File: src/rtl/pooling_layer_ctrl_pkg.sv
// Shared types and default geometry for the pooling sequencer.
// Defaults mirror the datapath's pooling_param values; change both together.
package pooling_ctrl_pkg;

    localparam int NUM_FEATURES = 3;   // feature maps per frame (1..4)
    localparam int FEATURE_ROWS = 6;   // conv rows per feature map (even, 2..8)
    localparam int ROW_GAP      = 4;   // minimum cycles between accepted rows
    localparam int PIPE_LATENCY = 4;   // kernel_calc_fin -> pooled output valid

    typedef enum logic [1:0] {
        IDLE  = 2'd0,
        RUN   = 2'd1,
        DRAIN = 2'd2,
        DONE  = 2'd3
    } state_t;

    // One pooled-row tag travelling alongside the datapath pipeline.
    typedef struct packed {
        logic       valid;
        logic [1:0] idx;
        logic [1:0] prow;
    } tag_t;

endpackage

File: src/rtl/pooling_layer_ctrl_if.sv
// Row handshake and datapath-facing tags of the pooling sequencer.
//
// Handshake: a row transfers on every rising clk edge where row_valid and
// row_ready are both 1. row_valid may rise or fall at any time and does not
// wait for row_ready; row_ready does not depend on row_valid. Each transfer
// produces exactly one kernel_calc_fin pulse on the following cycle.
interface pooling_layer_ctrl_if;
    logic       row_valid;
    logic       row_ready;
    logic       kernel_calc_fin;
    logic [1:0] feature_idx;
    logic [2:0] feature_row;
    logic       pool_out_valid;
    logic [1:0] pool_out_idx;
    logic [1:0] pool_out_row;

    // Row source / datapath observer side.
    modport master (
        output row_valid,
        input  row_ready, kernel_calc_fin, feature_idx, feature_row,
        input  pool_out_valid, pool_out_idx, pool_out_row
    );

    // Controller side.
    modport slave (
        input  row_valid,
        output row_ready, kernel_calc_fin, feature_idx, feature_row,
        output pool_out_valid, pool_out_idx, pool_out_row
    );
endinterface

File: src/rtl/pooling_layer_ctrl_delay_line.sv
// Tag pipeline matching the pooling datapath latency. A stage only takes new
// idx/prow when the incoming entry is valid, so the output tags hold their
// last pooled value while no pooled row is present.
module pooling_ctrl_delay_line #(
    parameter int DEPTH = pooling_ctrl_pkg::PIPE_LATENCY
) (
    input  logic                  clk,
    input  logic                  rst_n,
    input  logic                  flush,
    input  pooling_ctrl_pkg::tag_t din,
    output pooling_ctrl_pkg::tag_t dout,
    output logic                  empty
);
    import pooling_ctrl_pkg::*;

    tag_t stage [DEPTH];
    tag_t src   [DEPTH];

    // Source of each stage: the input for stage 0, the previous stage otherwise.
    always_comb begin
        src[0] = din;
        for (int i = 1; i < DEPTH; i++) begin
            src[i] = stage[i-1];
        end
    end

    // Shift register with asynchronous reset and synchronous flush.
    always_ff @(posedge clk or negedge rst_n) begin
        if (!rst_n) begin
            for (int i = 0; i < DEPTH; i++) stage[i] <= '0;
        end else if (flush) begin
            for (int i = 0; i < DEPTH; i++) stage[i] <= '0;
        end else begin
            for (int i = 0; i < DEPTH; i++) begin
                stage[i].valid <= src[i].valid;
                if (src[i].valid) begin
                    stage[i].idx  <= src[i].idx;
                    stage[i].prow <= src[i].prow;
                end
            end
        end
    end

    // Empty once the output stage shifts out: no valid entry behind it.
    always_comb begin
        empty = 1'b1;
        for (int i = 0; i < DEPTH - 1; i++) begin
            if (stage[i].valid) empty = 1'b0;
        end
    end

    assign dout = stage[DEPTH-1];

endmodule

File: src/rtl/pooling_layer_ctrl.sv
// Sequencer for the 2x2/stride-2 pooling datapath: accepts conv rows with
// enforced spacing, pulses kernel_calc_fin per row, tracks pooled outputs
// and pulses done after the pipeline drains.
// Optional build macro POOL_CTRL_PERF_EN enables the stall_cnt counter;
// without it stall_cnt is constant 0.
module pooling_layer_ctrl #(
    parameter int NUM_FEATURES = pooling_ctrl_pkg::NUM_FEATURES,
    parameter int FEATURE_ROWS = pooling_ctrl_pkg::FEATURE_ROWS,
    parameter int ROW_GAP      = pooling_ctrl_pkg::ROW_GAP,
    parameter int PIPE_LATENCY = pooling_ctrl_pkg::PIPE_LATENCY
) (
    input  logic                     clk,
    input  logic                     rst_n,
    input  logic                     start,
    input  logic                     abort,
    pooling_layer_ctrl_if.slave      bus,
    output logic                     busy,
    output logic                     done,
    output logic [15:0]              stall_cnt,
    output pooling_ctrl_pkg::state_t state_dbg
);
    import pooling_ctrl_pkg::*;

    localparam int GAP_W = (ROW_GAP > 1) ? $clog2(ROW_GAP) : 1;

    state_t           state_q, state_d;
    logic [GAP_W-1:0] gap_q;
    logic [1:0]       feat_q;
    logic [2:0]       row_q;
    logic             fin_q;
    logic [1:0]       fidx_q;
    logic [2:0]       frow_q;
    logic             accept;
    logic             last_row;
    logic             dl_empty;
    tag_t             push_tag;
    tag_t             pool_tag;

    assign bus.row_ready = (state_q == RUN) && (gap_q == '0) && !abort;
    assign accept        = bus.row_valid && bus.row_ready;
    assign last_row      = accept && (feat_q == 2'(NUM_FEATURES - 1))
                                  && (row_q  == 3'(FEATURE_ROWS - 1));

    assign bus.kernel_calc_fin = fin_q && !abort;
    assign bus.feature_idx     = fidx_q;
    assign bus.feature_row     = frow_q;

    // An odd conv row completes a 2x2 window, so it yields one pooled row.
    always_comb begin
        push_tag       = '0;
        push_tag.valid = bus.kernel_calc_fin && frow_q[0];
        push_tag.idx   = fidx_q;
        push_tag.prow  = frow_q[2:1];
    end

    pooling_ctrl_delay_line #(.DEPTH(PIPE_LATENCY)) u_delay_line (
        .clk   (clk),
        .rst_n (rst_n),
        .flush (abort),
        .din   (push_tag),
        .dout  (pool_tag),
        .empty (dl_empty)
    );

    assign bus.pool_out_valid = pool_tag.valid;
    assign bus.pool_out_idx   = pool_tag.idx;
    assign bus.pool_out_row   = pool_tag.prow;

    assign busy      = (state_q != IDLE);
    assign done      = (state_q == DONE);
    assign state_dbg = state_q;

    // State register.
    always_ff @(posedge clk or negedge rst_n) begin
        if (!rst_n) state_q <= IDLE;
        else        state_q <= state_d;
    end

    // Next state; DRAIN leaves when the last pooled row is at the output so
    // done lands on the cycle right after it.
    always_comb begin
        state_d = state_q;
        if (abort) begin
            state_d = IDLE;
        end else begin
            unique case (state_q)
                IDLE:    if (start) state_d = RUN;
                RUN:     if (last_row) state_d = DRAIN;
                DRAIN:   if (dl_empty && !push_tag.valid) state_d = DONE;
                DONE:    state_d = IDLE;
                default: state_d = IDLE;
            endcase
        end
    end

    // Row/feature counters, row spacing and the registered fin pulse/tags.
    always_ff @(posedge clk or negedge rst_n) begin
        if (!rst_n) begin
            gap_q  <= '0;
            feat_q <= '0;
            row_q  <= '0;
            fin_q  <= 1'b0;
            fidx_q <= '0;
            frow_q <= '0;
        end else if (abort) begin
            gap_q  <= '0;
            feat_q <= '0;
            row_q  <= '0;
            fin_q  <= 1'b0;
            fidx_q <= '0;
            frow_q <= '0;
        end else begin
            fin_q <= accept;
            if (state_q == IDLE && start) begin
                gap_q  <= '0;
                feat_q <= '0;
                row_q  <= '0;
            end else if (accept) begin
                gap_q  <= GAP_W'(ROW_GAP - 1);
                fidx_q <= feat_q;
                frow_q <= row_q;
                if (row_q == 3'(FEATURE_ROWS - 1)) begin
                    row_q  <= '0;
                    feat_q <= feat_q + 2'd1;
                end else begin
                    row_q <= row_q + 3'd1;
                end
            end else if (gap_q != '0) begin
                gap_q <= gap_q - GAP_W'(1);
            end
        end
    end

`ifdef POOL_CTRL_PERF_EN
    logic [15:0] stall_q;

    // Saturating count of RUN cycles where a row waits on the spacing gap.
    always_ff @(posedge clk or negedge rst_n) begin
        if (!rst_n) begin
            stall_q <= '0;
        end else if (abort || (state_q == IDLE && start)) begin
            stall_q <= '0;
        end else if (state_q == RUN && bus.row_valid && !bus.row_ready
                     && stall_q != 16'hFFFF) begin
            stall_q <= stall_q + 16'd1;
        end
    end

    assign stall_cnt = stall_q;
`else
    assign stall_cnt = '0;
`endif

endmodule
File: src/flat_wrapper.sv
// flat-port wrapper written by rule: the top's interface ports become plain ports
module pooling_layer_ctrl_flat import pooling_ctrl_pkg::*;
#(
    parameter int NUM_FEATURES = pooling_ctrl_pkg::NUM_FEATURES,
    parameter int FEATURE_ROWS = pooling_ctrl_pkg::FEATURE_ROWS,
    parameter int ROW_GAP      = pooling_ctrl_pkg::ROW_GAP,
    parameter int PIPE_LATENCY = pooling_ctrl_pkg::PIPE_LATENCY
)
  (clk, rst_n, start, abort, busy, done, stall_cnt, state_dbg, bus_row_valid, bus_row_ready, bus_kernel_calc_fin, bus_feature_idx, bus_feature_row, bus_pool_out_valid, bus_pool_out_idx, bus_pool_out_row);
  pooling_layer_ctrl_if bus_i ();
  input  logic clk;
  input  logic rst_n;
  input  logic start;
  input  logic abort;
  output logic busy;
  output logic done;
  output logic [15:0] stall_cnt;
  output pooling_ctrl_pkg::state_t state_dbg;
  input wire logic [$bits(bus_i.row_valid)-1:0] bus_row_valid;
  output wire logic [$bits(bus_i.row_ready)-1:0] bus_row_ready;
  output wire logic [$bits(bus_i.kernel_calc_fin)-1:0] bus_kernel_calc_fin;
  output wire logic [$bits(bus_i.feature_idx)-1:0] bus_feature_idx;
  output wire logic [$bits(bus_i.feature_row)-1:0] bus_feature_row;
  output wire logic [$bits(bus_i.pool_out_valid)-1:0] bus_pool_out_valid;
  output wire logic [$bits(bus_i.pool_out_idx)-1:0] bus_pool_out_idx;
  output wire logic [$bits(bus_i.pool_out_row)-1:0] bus_pool_out_row;
  assign bus_i.row_valid = bus_row_valid;
  assign bus_row_ready = bus_i.row_ready;
  assign bus_kernel_calc_fin = bus_i.kernel_calc_fin;
  assign bus_feature_idx = bus_i.feature_idx;
  assign bus_feature_row = bus_i.feature_row;
  assign bus_pool_out_valid = bus_i.pool_out_valid;
  assign bus_pool_out_idx = bus_i.pool_out_idx;
  assign bus_pool_out_row = bus_i.pool_out_row;
  pooling_layer_ctrl #(.NUM_FEATURES(NUM_FEATURES), .FEATURE_ROWS(FEATURE_ROWS), .ROW_GAP(ROW_GAP), .PIPE_LATENCY(PIPE_LATENCY)) u_core (.clk(clk), .rst_n(rst_n), .start(start), .abort(abort), .bus(bus_i), .busy(busy), .done(done), .stall_cnt(stall_cnt), .state_dbg(state_dbg));
endmodule
File: config.mk
export PLATFORM = sky130hd
export DESIGN_NAME = pooling_layer_ctrl_flat
export DESIGN_NICKNAME = d
export VERILOG_FILES = /design/src/rtl/pooling_layer_ctrl_pkg.sv /design/src/rtl/pooling_layer_ctrl_if.sv /design/src/rtl/pooling_layer_ctrl_delay_line.sv /design/src/rtl/pooling_layer_ctrl.sv /design/src/flat_wrapper.sv
export SDC_FILE = /design/constraint.sdc
export NUM_CORES = 1
export LEC_CHECK = 0
export BUFFER_PORTS_ARGS = -buffer_cell sky130_fd_sc_hd__buf_2
export CAP_MARGIN = 30
export CORE_ASPECT_RATIO = 0.6
export CORE_UTILIZATION = 50
export CTS_BUF_LIST = sky130_fd_sc_hd__clkbuf_4
export DETAILED_ROUTE_END_ITERATION = 16
export HOLD_SLACK_MARGIN = 0.02
export PLACE_DENSITY = 0.85
export SETUP_SLACK_MARGIN = 0.02
export SLEW_MARGIN = 15
export SYNTH_ARGS = -nofsm -noshare
export SYNTH_HDL_FRONTEND = slang
export SYNTH_SLANG_ARGS = --single-unit
File: constraint.sdc
create_clock -name clk -period 1.9 [get_ports clk]
set_clock_uncertainty 0.1 [all_clocks]
set_input_delay 0.19 -clock clk [delete_from_list [all_inputs] [get_ports clk]]
set_output_delay 0.19 -clock clk [all_outputs]
set_load 0.01 [all_outputs]
== Yosys cells after proc, flatten, opt, wreduce, memory -nomap -nowiden ==
Cells that the tools add are included.

* Muxes and demuxes: 32
* Add/sub/neg operators: 3
* Equality and inequality tests: 9
* Reduce and logical (&&, ||, !) cells: 26

{| class="wikitable"
|+ Operator list
! kind !! number
|-
| 2-bit 2-to-1 mux || 15
|-
| 3-bit 2-to-1 mux || 7
|-
| 20-bit 2-to-1 mux || 1
|-
| 4-bit 2-to-1 mux || 4
|-
| 2-bit nonzero test || 7
|-
| 1-bit logical AND || 9
|-
| 2-bit one-hot mux with 4 select lines || 1
|-
| 2-bit == test (second input constant) || 3
|-
| 3-bit by 2-bit != test with 1-bit output (second input constant) || 2
|-
| 3-bit nonzero test || 2
|-
| 2-bit zero test || 2
|-
| 1-bit 2-to-1 mux || 4
|-
| 2-bit AND reduction || 2
|-
| 4-bit nonzero test || 1
|-
| 3-bit by 1-bit adder with 3-bit output (second input constant) || 1
|-
| 3-bit == test (second input constant) || 1
|-
| 3-bit != test (second input constant) || 1
|-
| 3-bit AND reduction || 1
|-
| 2-bit by 1-bit adder with 2-bit output (second input constant) || 1
|-
| 2-bit by 1-bit == test with 1-bit output (second input constant) || 1
|-
| 1-bit zero test || 2
|-
| 2-bit != test (second input constant) || 1
|-
| 2-bit by 1-bit subtractor with 2-bit output (second input constant) || 1
|}

* Output and inout port bits: 32
* Logic and storage cells: 89
* Bits in registers: 35

== Depth between registers and ports, before layout ==
Gate-level depths: netlist of run 1.

* Word-level depth: 9
* Mapped depth: 7
* Mapped depth without buffers: 7

== Modules after synthesis ==
Synthesis of run 1 repeated with hierarchy kept, for this count alone.

* Cell total of the unflattened synthesis: 168
* Area, all modules: 1765.4 um2

{| class="wikitable"
|+ Modules (own cells, without submodules)
! module !! sequential area each (um2) !! cells an instance !! area an instance (um2) !! times used
|-
| pooling_layer_ctrl || 375.4 || 105 || 963.4 || 1
|-
| pooling_ctrl_delay_line || 500.5 || 63 || 802.0 || 1
|}

== Worst setup path after synthesis of run 1 ==
OpenSTA, ideal clock, no wires.

* Path type: flip-flop to flip-flop
* From: register u_core.state_q[1] (netlist: u_core.state_dbg[1])
* To: register u_core.state_q[0] (netlist: u_core.state_dbg[0])
* Cell stages (with the launch flop): 7
* Clock period less this slack: 1.953 ns
* Required time: 1.673 ns
* Path buffers: 0
* Arrival time: 1.725 ns
* Slack: -0.053 ns
* Cells stage by stage: dfrtp_1 > inv_1 > ha_1 > nand4b_4 > o41ai_2 > o2111a_2 > mux2_1

* Word-level cells in the longest chain between the ends: 8
* Elaborated cells between the ends (all ways): 15
* Those cells by class: 6 x eq/ne; 2 x mux; 7 x reduce/logical

{| class="wikitable"
|+ RTL lines
! element !! line !! source
|-
| start, declared || pooling_layer_ctrl.sv:26 || <nowiki>state_t state_q, state_d;</nowiki>
|-
| start signal, assigned || pooling_layer_ctrl.sv:76 || <nowiki>else state_q <= state_d;</nowiki>
|-
| 2-bit by 1-bit == test with 1-bit output || pooling_layer_ctrl.sv:39, pooling_layer_ctrl.sv:86 ||
|-
| 1-bit logical AND (2 in a row) || pooling_layer_ctrl.sv:39 || <nowiki>assign bus.row_ready = (state_q == RUN) && (gap_q == '0) && !abort;</nowiki>
|-
| 1-bit logical AND || pooling_layer_ctrl.sv:40 || <nowiki>assign accept = bus.row_valid && bus.row_ready;</nowiki>
|-
| 1-bit logical AND || pooling_layer_ctrl.sv:41 || <nowiki>assign last_row = accept && (feat_q == 2'(NUM_FEATURES - 1))</nowiki>
|-
| 1-bit logical AND || pooling_layer_ctrl.sv:42 || <nowiki>&& (row_q == 3'(FEATURE_ROWS - 1));</nowiki>
|-
| 3-bit by 2-bit != test with 1-bit output (no line) || - ||
|-
| 3-bit AND reduction (no line) || - ||
|}

Parallel ways exist; a longest one is shown, timed or not.
A chain may end at the register's enable or synchronous reset.

== Final worst setup path of run 1 ==
* From: register u_core.gap_q[1]
* To: register u_core.state_q[0] (netlist: u_core.state_dbg[0])

* Word-level cells in the longest chain between the ends: 8

{| class="wikitable"
|+ RTL lines
! element !! line !! source
|-
| start, declared || pooling_layer_ctrl.sv:27 || <nowiki>logic [GAP_W-1:0] gap_q;</nowiki>
|-
| start signal, assigned || pooling_layer_ctrl.sv:119 || <nowiki>gap_q <= GAP_W'(ROW_GAP - 1);</nowiki>
|-
| start signal, assigned || pooling_layer_ctrl.sv:129 || <nowiki>gap_q <= gap_q - GAP_W'(1);</nowiki>
|-
| 2-bit zero test || pooling_layer_ctrl.sv:39 ||
|-
| 1-bit logical AND (2 in a row) || pooling_layer_ctrl.sv:39 ||
|-
| 1-bit logical AND || pooling_layer_ctrl.sv:40 ||
|-
| 1-bit logical AND || pooling_layer_ctrl.sv:41 ||
|-
| 1-bit logical AND || pooling_layer_ctrl.sv:42 ||
|-
| 3-bit by 2-bit != test with 1-bit output (no line) || - ||
|-
| 3-bit AND reduction (no line) || - ||
|}

Every way passes these cells.

==> reports/qor.txt, run 1 <==
RUN STATUS
-------------------------------------------------------------------------------------------
Result of the run ............................................................ finished clean

ROUTE
-------------------------------------------------------------------------------------------
Number of iterations in the first detailed-routing pass ......................            4
Routed vias ..................................................................         1150
Post-route DRC ...............................................................            0
Detail-routed net length per standard cell ...................................      12.9 um
Number of design-rule violations left by the first detailed-router iteration .           75
Avg Vias per Cell ............................................................         4.79
Total wirelength of the detailed-routed design ...............................      3100 um
Antenna Nets Post-Route ......................................................            0

STA
-------------------------------------------------------------------------------------------
Unrepaired setup endpoints after global routing ..............................        false
Normalized max-slew margin ...................................................        0.502
Final hold violations ........................................................            0
Worst slack on hold paths ....................................................    0.0779 ns
Final setup viols ............................................................            0
Worst slew pin tran ..........................................................     0.747 ns
Number of slew-limit violations in the final report ..........................            0
Maximum achievable frequency .................................................      554 MHz
Minimum clock period .........................................................      1.81 ns
Setup TNS ....................................................................         0 ns
Period Utilization, post-route ...............................................        0.951

DIE
-------------------------------------------------------------------------------------------
Die area .....................................................................   3730 sq um
Vertical die dimension .......................................................      47.7 um
Die outline width ............................................................      78.2 um
Placement row count ..........................................................           16
Core Footprint ...............................................................   3280 sq um
Effective utilization at floorplan ...........................................        0.530
I/O pin count ................................................................           37

CRITICAL PATH
-------------------------------------------------------------------------------------------
Type of origin of the critical path ..........................................     register
Arrival time reported for the critical path endpoint .........................      1.93 ns
Critical Setup Path Class .................................................... register to register
WP data required .............................................................      2.02 ns
Maximum net fanout on the critical path ......................................            2
Worst Setup End Kind .........................................................     register

POWER
-------------------------------------------------------------------------------------------
Max VDD drop .................................................................   0.000512 V
Leakage ......................................................................  0.000949 uW
Cell area power density ......................................................  947 nW/um^2

PLACED DESIGN
-------------------------------------------------------------------------------------------
Post-DP HPWL .................................................................      2320 um
Placed Area ..................................................................   1860 sq um
Count of input and output buffers ............................................           20
Post-Place Cells .............................................................          231
Final GP Congestion ..........................................................        0.786

SYNTHESIS
-------------------------------------------------------------------------------------------
Synth warn ...................................................................            0
Largest area contributor in the netlist ...................................... sky130_fd_sc_hd__dfrtp_1
Area share of the leading cell type in the synthesized netlist ...............        0.503
Count of state elements after synthesis ......................................           35
Post-synth EDFFs .............................................................            0
Post-Syn Instances ...........................................................          169
Primary FF master, synth ..................................................... sky130_fd_sc_hd__dfrtp_1
Cell with the most instances after synthesis ................................. sky130_fd_sc_hd__dfrtp_1
Netlist cell types ...........................................................           29
Per-instance average area after synthesis ....................................   10.3 sq um
Post-synthesis sequential area ratio .........................................        0.503
Top cells by count, synth .................................................... sky130_fd_sc_hd__dfrtp_1, sky130_fd_sc_hd__buf_4, sky130_fd_sc_hd__nor2_1
Post-Synthesis Cell Area .....................................................   1740 sq um
Top post-synthesis cells by area ............................................. sky130_fd_sc_hd__dfrtp_1, sky130_fd_sc_hd__buf_4, sky130_fd_sc_hd__mux2i_1
Async set-reset flop share out of synthesis ..................................         1.00

GRT
-------------------------------------------------------------------------------------------
Remaining global-route overflow ..............................................            0
Global routing usage summed across all routing layers ........................        0.202
Largest net degree at the start of global routing ............................           36
Number of antenna violations at the first check in global routing ............            0
Via count of the first global-routing pass ...................................         1061
Wire length of the first global-routing pass .................................      5190 um

CELLS AND AREA
-------------------------------------------------------------------------------------------
Post-route cell area .........................................................   1940 sq um
Diode insertion count for antenna repair .....................................            0
Synthesis-to-finish area growth ..............................................        11.4%
Total number of nets in the final design .....................................          205
Ratio of cells with drive above 1 in the final layout ........................        0.241
Final non-filler cell total ..................................................          240

FLOW RUN
-------------------------------------------------------------------------------------------
# Max-Cap Violations .........................................................            0

CLOCK NETWORK
-------------------------------------------------------------------------------------------
Clock transition at the registers of the reported paths ......................      0.10 ns
Post-CTS Setup Inserts .......................................................            0
Clock Latency Late Sink ......................................................      0.34 ns
Clock sink count .............................................................           35
CTS tree .....................................................................         done
CTS H-tree lvls ..............................................................            2
Number of buffers created by CTS .............................................            5
Maximum count of clock buffers along a single path ...........................            2
Root buffer cell ............................................................. sky130_fd_sc_hd__clkbuf_4

WORST HOLD PATH
-------------------------------------------------------------------------------------------
Min-Delay Path Class ......................................................... primary input to register

-- timing repair --
item | CTS | global route
endpoints found under the setup margin | 0 | 1
hold buffers | 1 | 0
gates resized for setup | 0 | 3
hold endpoints to repair | 35 | 0
-- state kept, by name (all words and copies together), names as in the netlist --
signal / cells
u_core.bus.feature_idx: 2
u_core.u_delay_line.dout: 5
u_core.row_q: 3
u_core.feat_q: 2
u_core.state_dbg: 2
u_core.u_delay_line.src: 15
u_core.fin_q: 1
u_core.bus.feature_row: 3
u_core.gap_q: 2
-- cell usage in the layout (no fill, tap or decap) --
cell type and n:
sky130_fd_sc_hd__dfrtp_1 35, sky130_fd_sc_hd__buf_2 20, sky130_fd_sc_hd__nor2_1 18, sky130_fd_sc_hd__conb_1 16, sky130_fd_sc_hd__nand2_1 15, sky130_fd_sc_hd__mux2i_1 14
sky130_fd_sc_hd__nand2b_1 11, sky130_fd_sc_hd__buf_4 10, sky130_fd_sc_hd__o21ai_0 9, sky130_fd_sc_hd__inv_1 6, sky130_fd_sc_hd__clkbuf_4 6, sky130_fd_sc_hd__nor2b_1 4
sky130_fd_sc_hd__a21oi_1 4, sky130_fd_sc_hd__ha_1 4, sky130_fd_sc_hd__inv_2 3, sky130_fd_sc_hd__o31ai_1 2, sky130_fd_sc_hd__ha_4 2, sky130_fd_sc_hd__and3b_2 1
sky130_fd_sc_hd__nand4b_4 1, sky130_fd_sc_hd__and3b_1 1, sky130_fd_sc_hd__nor3_1 1, sky130_fd_sc_hd__a21o_1 1, sky130_fd_sc_hd__a31oi_1 1, sky130_fd_sc_hd__o41ai_2 1
sky130_fd_sc_hd__o2111a_2 1, sky130_fd_sc_hd__mux2_1 1, sky130_fd_sc_hd__nor4_1 1, sky130_fd_sc_hd__a211oi_1 1, sky130_fd_sc_hd__xnor2_1 1, sky130_fd_sc_hd__xor2_1 1
sky130_fd_sc_hd__clkinvlp_4 1, sky130_fd_sc_hd__clkinv_2 1, sky130_fd_sc_hd__dlygate4sd3_1 1
-- logic make-up (layout without fill, tap and decap cells) --
kind of cell    count (synthesis)  count (layout)  synth area share
compound gates                 20              20            0.0748
fa+ha+maj                       6               6            0.0431
mux                            15              15            0.0870
simple gates                   53              53             0.156
other cells                     1              16           0.00215
xor+xnor                        2               2            0.0101
buf+inv                        37              48             0.124
flops                          35              35             0.503
-- final cells by class --
cell class                      count  area [sq um]
Fill cell                         283          1340
Inverter                            9          33.8
Tap cell                           45          56.3
Sequential cell                    35           876
Multi-Input combinational cell    112           731
Clock buffer                        6          45.0
Timing Repair Buffer               31           185
Clock inverter                      2          12.5
-- per-layer routing --
metal | vias up | wire length, um | GRT usage
met5 | - | 0 | 0
met4 | 0 | 52 | 0.0889
met3 | 8 | 180 | 0.0686
met2 | 25 | 1230 | 0.293
met1 | 555 | 1630 | 0.280
li1 | 562 | - | -
-- power breakdown --
| part | switching (uW) | total, uW | internal (uW) |
|---|---|---|---|
| clock | 241 | 398 | 157 |
| combinational | 332 | 610 | 278 |
| sequential | 37.6 | 829 | 792 |
| total | 611 | 1840 | 1230 |
-- path summary, 6_finish.rpt --
path | start | end | slack [ns] | cells past startpoint
setup / recovery | u_core.gap_q[1] | u_core.state_dbg[0] | 0.09 | 6
hold / removal | abort | u_core.u_delay_line.src[7] | 0.08 | 2
setup reg to reg | u_core.gap_q[1] | u_core.state_dbg[0] | 0.09 | 6
hold reg to reg | u_core.u_delay_line.dout[3] | u_core.u_delay_line.dout[3] | 0.43 | 2
max in group asynchronous | rst_n | u_core.state_dbg[1] | 0.88 | 2
min in group asynchronous | rst_n | u_core.u_delay_line.src[5] | 0.34 | 2
-- worst max-delay path, cell delays in order (launching register included) --
cell and delay [ns]:
sky130_fd_sc_hd__dfrtp_1 0.40, sky130_fd_sc_hd__inv_2 0.08, sky130_fd_sc_hd__ha_4 0.15, sky130_fd_sc_hd__nand4b_4 0.11, sky130_fd_sc_hd__o41ai_2 0.27, sky130_fd_sc_hd__o2111a_2 0.27
sky130_fd_sc_hd__mux2_1 0.32
-- per-stage QoR --
step,power [uW],utilization,setup slack [ns]
2_1_floorplan,1230,-,0.0304
3_3_place_gp,1390,0.567,0.0906
3_5_place_dp,1410,0.567,0.0503
4_1_cts,1820,0.588,0.0346
5_1_grt,1970,0.591,0.0129
6_report,1840,0.591,0.0939
No activity file was read; power rests on OpenSTA's default activity.
==> run 2, diff against run 1 <==
--- a/config.mk
+++ b/config.mk
@@ -8,12 +8,12 @@
 export BUFFER_PORTS_ARGS = -buffer_cell sky130_fd_sc_hd__buf_2
 export CAP_MARGIN = 30
 export CORE_ASPECT_RATIO = 0.6
-export CORE_UTILIZATION = 50
+export CORE_UTILIZATION = 60
 export CTS_BUF_LIST = sky130_fd_sc_hd__clkbuf_4
 export DETAILED_ROUTE_END_ITERATION = 16
 export HOLD_SLACK_MARGIN = 0.02
-export PLACE_DENSITY = 0.85
-export SETUP_SLACK_MARGIN = 0.02
+export PLACE_DENSITY = 0.95
+export SETUP_SLACK_MARGIN = 0.2
 export SLEW_MARGIN = 15
 export SYNTH_ARGS = -nofsm -noshare
 export SYNTH_HDL_FRONTEND = slang
==> constraint.sdc (replaced) <==
create_clock -name clk -period 2.2 [get_ports clk]
set_clock_uncertainty 0.1 [all_clocks]
set_input_delay 0.22 -clock clk [delete_from_list [all_inputs] [get_ports clk]]
set_output_delay 0.22 -clock clk [all_outputs]
set_load 0.01 [all_outputs]
==> reports/qor.txt, run 2 (synthesis results as in run 1) <==
CLOCK NETWORK
-------------------------------------------------------------------------------------------
Clock transition at the registers of the reported paths ......................      0.11 ns   about the same
Clock Latency Late Sink ......................................................      0.34 ns   about the same
Clock sink count .............................................................           35   unchanged
CTS H-tree lvls ..............................................................            2   unchanged
CTS tree .....................................................................         done
Number of buffers created by CTS .............................................            5   unchanged
Root buffer cell ............................................................. sky130_fd_sc_hd__clkbuf_4
Maximum count of clock buffers along a single path ...........................            2   unchanged

STA
-------------------------------------------------------------------------------------------
Final hold violations ........................................................            0   unchanged
Final setup viols ............................................................            0   unchanged
Unrepaired setup endpoints after global routing ..............................        false
Worst slew pin tran ..........................................................     0.741 ns   -0.00639 ns
Number of slew-limit violations in the final report ..........................            0   unchanged
Minimum clock period .........................................................      1.91 ns   +0.107 ns
Normalized max-slew margin ...................................................        0.506   +0.00426
Maximum achievable frequency .................................................      523 MHz   -5.6%
Period Utilization, post-route ...............................................        0.869   -0.0812
Setup TNS ....................................................................         0 ns   unchanged

WORST HOLD PATH
-------------------------------------------------------------------------------------------
Min-Delay Path Class ......................................................... primary input to register

ROUTE
-------------------------------------------------------------------------------------------
Antenna Nets Post-Route ......................................................            0   unchanged
Post-route DRC ...............................................................            0   unchanged
Number of design-rule violations left by the first detailed-router iteration .          104   +39%
Detail-routed net length per standard cell ...................................      16.4 um   +27%
Total wirelength of the detailed-routed design ...............................      3670 um   +18%
Number of iterations in the first detailed-routing pass ......................            6   +2
Routed vias ..................................................................         1265   +10%
Avg Vias per Cell ............................................................         5.65   +18%

POWER
-------------------------------------------------------------------------------------------
Max VDD drop .................................................................   0.000758 V   +48%
Comb power frac ..............................................................        0.316   -0.016
Share of power burned in the clock network ...................................        0.266   +0.049
Cell area power density ......................................................  895 nW/um^2   -5.6%
Part of the total power dissipated in sequential elements ....................        0.417   -0.034
Power Internal ...............................................................      1150 uW   -6.4%
Leakage ......................................................................  0.000942 uW   -0.69%
Switching share of power .....................................................        0.330   -0.00208
Switching power of the nets ..................................................       566 uW   -7.3%

CELLS AND AREA
-------------------------------------------------------------------------------------------
Total number of nets in the final design .....................................          202   -1.5%
Number of flip-flops under the largest register name .........................           15   unchanged
Synthesis-to-finish area growth ..............................................        10.1%
Most frequent cells in the layout ............................................ sky130_fd_sc_hd__dfrtp_1, sky130_fd_sc_hd__buf_2, sky130_fd_sc_hd__nor2_1
Diode insertion count for antenna repair .....................................            0   unchanged
Ratio of cells with drive above 1 in the final layout ........................        0.214   -0.0275
Final non-filler cell total ..................................................          224   -6.7%
Most common library cell in the layout ignoring fill and taps ................ sky130_fd_sc_hd__dfrtp_1

PLACED DESIGN
-------------------------------------------------------------------------------------------
Post-Place Cells .............................................................          211   -8.7%
Post-DP HPWL .................................................................      2460 um   +5.9%
Count of input and output buffers ............................................           20   unchanged
Final GP Congestion ..........................................................        0.856   +9.0%

DIE
-------------------------------------------------------------------------------------------
Die outline width ............................................................      71.5 um   -8.5%
Die area .....................................................................   3130 sq um   -16%
Effective utilization at floorplan ...........................................        0.662   +0.132
Placement row count ..........................................................           14   -2
Vertical die dimension .......................................................      43.7 um   -8.3%
I/O pin count ................................................................           37   unchanged
Core Footprint ...............................................................   2630 sq um   -20%

GRT
-------------------------------------------------------------------------------------------
Wire length of the first global-routing pass .................................      5750 um   +11%
Number of antenna violations at the first check in global routing ............            0   unchanged
Global routing usage summed across all routing layers ........................        0.258   +0.0562
Largest net degree at the start of global routing ............................           36   unchanged
Remaining global-route overflow ..............................................            0   unchanged
Via count of the first global-routing pass ...................................         1221   +15%

CRITICAL PATH
-------------------------------------------------------------------------------------------
Worst Setup End Kind .........................................................     register
Maximum net fanout on the critical path ......................................            5   +3
Type of origin of the critical path ..........................................     register
Arrival time reported for the critical path endpoint .........................      2.04 ns   +0.11 ns
Reg2reg setup slack ..........................................................      0.29 ns   +0.19 ns
WP data required .............................................................      2.33 ns   +0.31 ns
Critical Setup Path Class .................................................... register to register

FLOW RUN
-------------------------------------------------------------------------------------------
# Max-Cap Violations .........................................................            0   unchanged

RUN STATUS
-------------------------------------------------------------------------------------------
Result of the run ............................................................ finished clean

## run 2: power by group through the flow
stage	sequential, uW	combinational (uW)	clock [uW]
2_1_floorplan	734	304	0
4_1_cts	712	512	454
3_5_place_dp	735	422	0
5_1_grt	718	587	486
6_report	715	542	456
3_3_place_gp	727	381	0
## run 2: stage by stage
stage                     hold WS (ns)  total power (uW)  setup slack, ns   util  cell area [sq um]
final                            0.110              1710            0.287  0.729               1920
after global routing             0.103              1790            0.246  0.729               1920
after CTS                        0.158              1680            0.260  0.721               1890
after detailed placement         0.230              1160           0.0634  0.677               1780
after global placement           0.205              1110            0.254  0.677               1780
after floorplan                 -0.176              1040            0.247      -               1800
## run 2: cell type report
cell class                 instances  area [sq um]
clock inverter                     3          38.8
inverter                           9          33.8
timing repair buffer              28           163
clock buffer                       5          37.5
fill                             169           712
multi-input combinational        112           727
sequential                        35           876
tap                               32          40.0
## run 2: worst max-delay path, cell delays in order (launching register included)
cell and delay, ns:
sky130_fd_sc_hd__dfrtp_1 0.41, sky130_fd_sc_hd__inv_1 0.11, sky130_fd_sc_hd__ha_4 0.19, sky130_fd_sc_hd__nand4b_4 0.14
sky130_fd_sc_hd__o41ai_2 0.24, sky130_fd_sc_hd__o2111a_2 0.28, sky130_fd_sc_hd__mux2_1 0.33
## run 2: metal layers
layer,vias up,GRT usage,routed length [um]
li1,556,-,-
met1,623,0.320,1500
met2,78,0.440,1810
met3,8,0.0767,288
met4,0,0.0980,66
met5,-,0,0
## run 2: worst paths after layout
check                      cells past startpoint                 startpoint                     endpoint
setup / recovery                               6            u_core.gap_q[0]          u_core.state_dbg[0]
setup reg to reg                               6            u_core.gap_q[0]          u_core.state_dbg[0]
min in group asynchronous                      2                      rst_n   u_core.u_delay_line.src[3]
hold / removal                                 3              bus_row_valid              u_core.gap_q[0]
max in group asynchronous                      2                      rst_n             u_core.feat_q[1]
hold reg to reg                                2  u_core.bus.feature_idx[1]  u_core.u_delay_line.src[13]
## run 2: timing repair
| item | CTS | global route |
|---|---|---|
| setup buffers | 2 | 2 |
| gates resized for setup | 3 | 1 |
| pin swaps | 2 | 2 |
| setup endpoints to repair | 2 | 2 |
| endpoints found under the hold margin | 35 | 0 |
| hold buffers | 1 | 0 |
